**src/rtl/sdram_port_scheduler.sv**
```systemverilog
// Arbitrates the SDRAM between refresh, two read ports and two write ports, tracking
// per-port burst addresses with wrap and issuing one burst command at a time.
module sdram_port_scheduler #(
    parameter int ADDR_W = 23,
    parameter int LEN_W  = 8,
    parameter int USED_W = 10
) (
    input  logic                  iCLK,
    input  logic                  iRST,
    input  logic [4*USED_W-1:0]   iUSEDW,
    input  logic [4*ADDR_W-1:0]   iBASE_ADDR,
    input  logic [4*ADDR_W-1:0]   iMAX_ADDR,
    input  logic [4*LEN_W-1:0]    iLENGTH,
    input  logic [3:0]            iLOAD,
    input  logic                  iREF_REQ,
    input  logic                  iCMD_READY,
    input  logic                  iCMD_DONE,
    output logic                  oCMD_VALID,
    output logic                  oCMD_WRITE,
    output logic [1:0]            oCMD_PORT,
    output logic [ADDR_W-1:0]     oCMD_ADDR,
    output logic [LEN_W-1:0]      oCMD_LEN,
    output logic                  oREF_GRANT,
    output logic                  oBUSY
);

    typedef enum logic [1:0] {StIdle, StRef, StIssue, StBusy} state_e;

    state_e state_q, state_d;

    logic [USED_W-1:0] usedw_a [4];
    logic [ADDR_W-1:0] base_a  [4];
    logic [ADDR_W-1:0] max_a   [4];
    logic [LEN_W-1:0]  len_a   [4];

    logic [ADDR_W-1:0] addr_q [4];
    logic [ADDR_W-1:0] addr_d [4];
    logic [ADDR_W:0]   nxt_a  [4];

    logic rr_rd_q, rr_rd_d;
    logic rr_wr_q, rr_wr_d;

    logic              cmd_valid_q, cmd_valid_d;
    logic              cmd_write_q, cmd_write_d;
    logic [1:0]        cmd_port_q, cmd_port_d;
    logic [ADDR_W-1:0] cmd_addr_q, cmd_addr_d;
    logic [LEN_W-1:0]  cmd_len_q, cmd_len_d;
    logic              ref_grant_q, ref_grant_d;
    logic              upd_en;

    logic [3:0] req;
    logic [1:0] rd_req, wr_req;
    logic       rd_sel, wr_sel;
    logic [1:0] win_port;

    always_comb begin
        for (int p = 0; p < 4; p++) begin
            usedw_a[p] = iUSEDW[p*USED_W +: USED_W];
            base_a[p]  = iBASE_ADDR[p*ADDR_W +: ADDR_W];
            max_a[p]   = iMAX_ADDR[p*ADDR_W +: ADDR_W];
            len_a[p]   = iLENGTH[p*LEN_W +: LEN_W];
        end
    end

    // Write ports want service once a full burst is buffered; read ports once they can take one.
    always_comb begin
        req = '0;
        for (int p = 0; p < 4; p++) begin
            if (p < 2) begin
                req[p] = 32'(usedw_a[p]) >= 32'(len_a[p]);
            end else begin
                req[p] = 32'(usedw_a[p]) < 32'(len_a[p]);
            end
        end
    end

    always_comb begin
        rd_req   = req[3:2];
        wr_req   = req[1:0];
        rd_sel   = (rd_req == 2'b11) ? rr_rd_q : rd_req[1];
        wr_sel   = (wr_req == 2'b11) ? rr_wr_q : wr_req[1];
        win_port = (|rd_req) ? {1'b1, rd_sel} : {1'b0, wr_sel};
    end

    always_comb begin
        state_d     = state_q;
        rr_rd_d     = rr_rd_q;
        rr_wr_d     = rr_wr_q;
        cmd_valid_d = cmd_valid_q;
        cmd_write_d = cmd_write_q;
        cmd_port_d  = cmd_port_q;
        cmd_addr_d  = cmd_addr_q;
        cmd_len_d   = cmd_len_q;
        ref_grant_d = ref_grant_q;
        upd_en      = 1'b0;
        unique case (state_q)
            StIdle: begin
                if (iREF_REQ) begin
                    state_d     = StRef;
                    ref_grant_d = 1'b1;
                end else if (|req) begin
                    state_d     = StIssue;
                    cmd_valid_d = 1'b1;
                    cmd_write_d = ~(|rd_req);
                    cmd_port_d  = win_port;
                    cmd_addr_d  = addr_q[win_port];
                    cmd_len_d   = len_a[win_port];
                    if (|rd_req) begin
                        rr_rd_d = ~rd_sel;
                    end else begin
                        rr_wr_d = ~wr_sel;
                    end
                end
            end
            StIssue: begin
                if (iCMD_READY) begin
                    state_d     = StBusy;
                    cmd_valid_d = 1'b0;
                end
            end
            StBusy: begin
                if (iCMD_DONE) begin
                    state_d = StIdle;
                    upd_en  = 1'b1;
                end
            end
            StRef: begin
                if (iCMD_DONE) begin
                    state_d     = StIdle;
                    ref_grant_d = 1'b0;
                end
            end
            default: state_d = StIdle;
        endcase
    end

    // One extra bit keeps addr + len from overflowing at the top of the address space.
    always_comb begin
        for (int p = 0; p < 4; p++) begin
            nxt_a[p]  = {1'b0, addr_q[p]} + (ADDR_W+1)'(cmd_len_q);
            addr_d[p] = addr_q[p];
            if (upd_en && (cmd_port_q == 2'(p))) begin
                if (nxt_a[p] >= {1'b0, max_a[p]}) begin
                    addr_d[p] = base_a[p];
                end else begin
                    addr_d[p] = nxt_a[p][ADDR_W-1:0];
                end
            end
            if (iLOAD[p]) begin
                addr_d[p] = base_a[p];
            end
        end
    end

    always_ff @(posedge iCLK or posedge iRST) begin
        if (iRST) begin
            state_q     <= StIdle;
            rr_rd_q     <= 1'b0;
            rr_wr_q     <= 1'b0;
            cmd_valid_q <= 1'b0;
            cmd_write_q <= 1'b0;
            cmd_port_q  <= 2'd0;
            cmd_addr_q  <= '0;
            cmd_len_q   <= '0;
            ref_grant_q <= 1'b0;
            for (int p = 0; p < 4; p++) begin
                addr_q[p] <= '0;
            end
        end else begin
            state_q     <= state_d;
            rr_rd_q     <= rr_rd_d;
            rr_wr_q     <= rr_wr_d;
            cmd_valid_q <= cmd_valid_d;
            cmd_write_q <= cmd_write_d;
            cmd_port_q  <= cmd_port_d;
            cmd_addr_q  <= cmd_addr_d;
            cmd_len_q   <= cmd_len_d;
            ref_grant_q <= ref_grant_d;
            for (int p = 0; p < 4; p++) begin
                addr_q[p] <= addr_d[p];
            end
        end
    end

    assign oCMD_VALID = cmd_valid_q;
    assign oCMD_WRITE = cmd_write_q;
    assign oCMD_PORT  = cmd_port_q;
    assign oCMD_ADDR  = cmd_addr_q;
    assign oCMD_LEN   = cmd_len_q;
    assign oREF_GRANT = ref_grant_q;
    assign oBUSY      = (state_q != StIdle);

endmodule

```
**config.mk**
```make
export PLATFORM = sky130hd
export DESIGN_NAME = sdram_port_scheduler
export DESIGN_NICKNAME = d
export VERILOG_FILES = /design/src/rtl/sdram_port_scheduler.sv
export SDC_FILE = /design/constraint.sdc
export NUM_CORES = 1
export LEC_CHECK = 0
export BUFFER_PORTS_ARGS = -buffer_cell sky130_fd_sc_hd__buf_4
export CORE_AREA = 2 2 153 155
export DETAILED_ROUTE_END_ITERATION = 6
export DIE_AREA = 0 0 155 157
export GPL_ROUTABILITY_DRIVEN = 0
export PLACE_DENSITY = 0.81
export REMOVE_ABC_BUFFERS = 1
export SETUP_SLACK_MARGIN = 0.5
export SLEW_MARGIN = 20
export SYNTH_ARGS = -nofsm -noshare
export SYNTH_HDL_FRONTEND = slang
export SYNTH_SLANG_ARGS = --single-unit
```
**constraint.sdc**
```tcl
create_clock -name iCLK -period 5.4 [get_ports iCLK]
set_input_delay 0.54 -clock iCLK [delete_from_list [all_inputs] [get_ports iCLK]]
set_output_delay 0.54 -clock iCLK [all_outputs]
set_load 0.01 [all_outputs]
```
==> results.yml <==
finish:
  final_nets: 2168
  most-common-layout-cells: "320 x sky130_fd_sc_hd__buf_4, 154 x sky130_fd_sc_hd__ha_1, 153 x sky130_fd_sc_hd__inv_1"
  antenna_cells: 0
  drive_gt1_share_pct: 22.0
  fill_cells: 1770
  multi_input_area_um2: 8170
  final_cell_count_no_fill: 2043
  register_area_um2: 3300
  layout_commonest_cell: "sky130_fd_sc_hd__buf_4"
  flow.area_growth_from_synthesis_pct: 26.0
timing:
  maxSlewHeadroom_pct: 49.4
  timing.hold.ws_ns: 0.268
  worst_slew_pin_slew_ns: 0.759
  final_period_minus_worst_setup_slack_ns: 4.57
  timing.final.max_slew_violations: 0
  setup_tns_ns: 0
  finalSetupViolCount: 0
  fmaxAchievable_mhz: 219
  final_worst_path_cycle_share_pct: 84.7
  fin_worst_skew_ns: 0.00958
  grt_setup_unrepaired: "yes"
  final_hold_viol_count: 0
clocking:
  cts-root-to-sink-buffers: 2
  worstSkewPairLatency_ns: 0.43
  clkSinkCount: 132
  clk_transition_reported_paths_ns: 0.06
  postCtsSetupBuffers: 0
  cts.htree.levels: 4
  cts.root.buffer_cell: "sky130_fd_sc_hd__clkbuf_16"
  cts_buffers: 17
  clock_tree_from_tritoncts: "done"
logic_synthesis:
  netlist-cell-type-count: 72
  synth_enable_flop_cells: 0
  netlist_area_um2: 12300
  synthesis.instances: 1468
  yosysWarnings: 0
  synth_seq_cells: 132
  seq_area_frac_synth_pct: 26.8
  syn-mean-instance-area_um2: 8.39
  share_of_flip_flops_with_an_asynchronous_set_or_reset_after_synthesis_pct: 100
  synthFlopType: "sky130_fd_sc_hd__dfrtp_1"
placed_design:
  half_perimeter_wire_length_after_placement_um: 30600
  port-buffer-count: 301
  placedCellCount: 2010
worst_setup_path:
  rr_endpoint: "addr_q[45]$_DFFE_PP0P_"
  worst_r2r_startpoint: "oCMD_LEN[1]$_DFFE_PP0P_"
  cpMaxStageDelayCell: "sky130_fd_sc_hd__dfrtp_1"
  worst-path-max-fanout: 25
  worstPathArrival_ns: 4.88
  critical_path_source_type: "flop"
  timing.reg2reg.setup_slack_ns: 0.83
  setup.worst_path.end_class: "flop"
  critical_path_buf_inv_count: 4
  worstSetupPathType: "flop to flop"
  worst-r2r-cell-count: 20
  critical-path-max-stage-delay_ns: 0.52
  worstPathCellList: "inv_2 -> fa_1 -> inv_1 -> a21o_1 -> a211oi_2 -> a211oi_2 -> buf_4 -> and3_1 -> nand3_1 -> xnor2_1 -> ha_1 -> nand3_1 -> or3_1 -> nor4b_1 -> o2bb2ai_1 -> a311oi_4 -> buf_4 -> nor2_1 -> a31oi_1 -> o22a_1"
  critical_path.top_delay_family: "simple AND/OR/NAND/NOR gates"
  critPathRequiredTime_ns: 5.71
detailed_routing:
  dr.first_iter.drc_count: 1145
  detail_route.wirelength.met1_um: 16300
  met3_length_um: 3120
  ant_nets: 0
  num_vias: 12300
  detail_route.drc_violations: 0
  top_layer_used: "met4"
  detail_route.wirelength_um: 39000
  dr_wl_met2_um: 18200
  viasPerCell: 6.00
  routed_length_per_placed_instance_um: 19.1
  firstDrtPassIters: 7
power:
  peakVddDrop_uv: 326
  power-per-cell-area_nw_per_um2: 510
  power.total_uw: 7910
  power.static_leakage_uw: 0.00770
global_routing:
  vias_in_the_first_global_route: 11900
  gr-usage-all-layers_pct: 31.7
  grt_antenna_before_repair: 0
  grt_first_pass_wirelength_um: 60700
  gr-total-overflow: 0
  grt_start_max_net_pins: 83
floorplanning:
  ios: 302
  dieWidth_um: 155
  rows: 55
  start_util_pct: 54.7
  dieHeight_um: 157
  core-area_um2: 22500
  design.die.area_um2: 24300
min_path:
  hp-class: "input pin to async pin"
status:
  run_status: "complete, no violations"
flow_run:
  max_cap_violations: 0
==> through the flow <==
stage / area, µm² / utilization [%] / setup slack, ns
final: 15500 / 69.0 / 0.828
after global routing: 15500 / 69.0 / 0.482
after CTS: 15500 / 68.8 / 0.707
after detailed placement: 14900 / 66.1 / 0.754
after global placement: 14800 / 65.9 / 0.860
after floorplan: 12000 / - / 0.390
==> worst max path at each step <==
stage                                       start                endpoint  slack, ns  cells past startpoint
final                     oCMD_LEN[1]$_DFFE_PP0P_  addr_q[45]$_DFFE_PP0P_       0.83                     20
after global routing      oCMD_LEN[2]$_DFFE_PP0P_  addr_q[32]$_DFFE_PP0P_       0.48                     18
after CTS                 oCMD_LEN[1]$_DFFE_PP0P_  addr_q[38]$_DFFE_PP0P_       0.71                     20
after detailed placement  oCMD_LEN[1]$_DFFE_PP0P_  addr_q[83]$_DFFE_PP0P_       0.75                     18
after global placement    oCMD_LEN[1]$_DFFE_PP0P_  addr_q[43]$_DFFE_PP0P_       0.86                     19
after floorplan           oCMD_LEN[3]$_DFFE_PP0P_  addr_q[43]$_DFFE_PP0P_       0.39                     16
==> what timing repair did <==
action	4_1_cts	5_1_grt
endpoints found under the setup margin	0	51
hold endpoints to repair	0	0
hold buffers	0	0
resized for setup	0	9
==> per-layer routing <==
| metal | vias up | global-route usage (%) |
|---|---|---|
| met1 | 5736 | 41.4 |
| li1 | 5883 | - |
| met2 | 559 | 52.6 |
| met4 | 0 | 12.4 |
| met3 | 90 | 5.56 |
| met5 | - | 0 |
==> cell usage after synthesis (4+ instances only) <==
master	n	area share (%)
sky130_fd_sc_hd__nand3_1	48	2.0
sky130_fd_sc_hd__buf_4	4	0.24
sky130_fd_sc_hd__ha_1	154	16
sky130_fd_sc_hd__nand4_1	20	1.0
sky130_fd_sc_hd__clkbuf_1	42	1.3
sky130_fd_sc_hd__or2_2	4	0.20
sky130_fd_sc_hd__nor4_1	6	0.30
sky130_fd_sc_hd__a211o_1	7	0.50
sky130_fd_sc_hd__or3_1	7	0.36
sky130_fd_sc_hd__a22oi_1	5	0.30
sky130_fd_sc_hd__a31oi_1	19	0.96
sky130_fd_sc_hd__o211ai_1	12	0.73
sky130_fd_sc_hd__dfrtp_1	132	27
sky130_fd_sc_hd__buf_2	13	0.53
sky130_fd_sc_hd__a222oi_1	31	2.5
sky130_fd_sc_hd__and4_1	5	0.36
sky130_fd_sc_hd__a211oi_1	21	1.3
sky130_fd_sc_hd__inv_1	155	4.7
sky130_fd_sc_hd__buf_6	7	0.64
sky130_fd_sc_hd__nand2b_1	11	0.56
sky130_fd_sc_hd__nor3_1	15	0.61
sky130_fd_sc_hd__o22a_1	16	1.1
sky130_fd_sc_hd__and3_1	28	1.4
sky130_fd_sc_hd__a21oi_1	103	4.2
sky130_fd_sc_hd__fa_1	4	0.65
sky130_fd_sc_hd__o21ai_1	26	1.1
sky130_fd_sc_hd__nand2_1	119	3.6
sky130_fd_sc_hd__a2bb2oi_1	4	0.28
sky130_fd_sc_hd__a21o_1	21	1.3
sky130_fd_sc_hd__o21ai_0	112	4.6
sky130_fd_sc_hd__o41ai_1	4	0.28
sky130_fd_sc_hd__mux2i_1	82	6.7
sky130_fd_sc_hd__xnor2_1	63	4.5
sky130_fd_sc_hd__and2_1	5	0.25
sky130_fd_sc_hd__o21a_1	9	0.55
sky130_fd_sc_hd__xor2_1	16	1.1
sky130_fd_sc_hd__nor2_1	77	2.3
sky130_fd_sc_hd__nor2b_1	11	0.56
==> power by group <==
part | leakage (µW) | internal [µW] | switching (µW)
registers | 0.00157 | 1380 | 607
logic | 0.00583 | 2150 | 2560
clock network | 0.000300 | 779 | 443
==> cell families after synthesis <==
family / after synthesis / share of synthesized area, %
DFF: 132 / 26.8
xor gates and xnor gates: 79 / 5.62
and+or+nand+nor: 368 / 14.4
muxes: 84 / 6.85
AOI/OAI and AO/OA: 425 / 22.6
adders and majority gates: 158 / 16.3
buffers and inverters: 222 / 7.45
==> final cells by class <==
class                           instances  share of cell area, %
Clock buffer                           21                   2.90
Multi-Input combinational cell       1114                   52.6
Tap cell                              285                   2.30
Timing Repair Buffer                  325                   16.1
Sequential cell                       132                   21.3
Inverter                              155                   3.78
Clock inverter                         11                   1.02
==> sequential cells by signal, indices dropped and copies added (netlist names) <==
register	cells
rr_rd_q	1
oCMD_PORT	2
addr_q	92
oCMD_ADDR	23
rr_wr_q	1
oREF_GRANT	1
oCMD_LEN	8
state_q	2
oCMD_WRITE	1
oCMD_VALID	1
(Power assumes the default switching activity.)
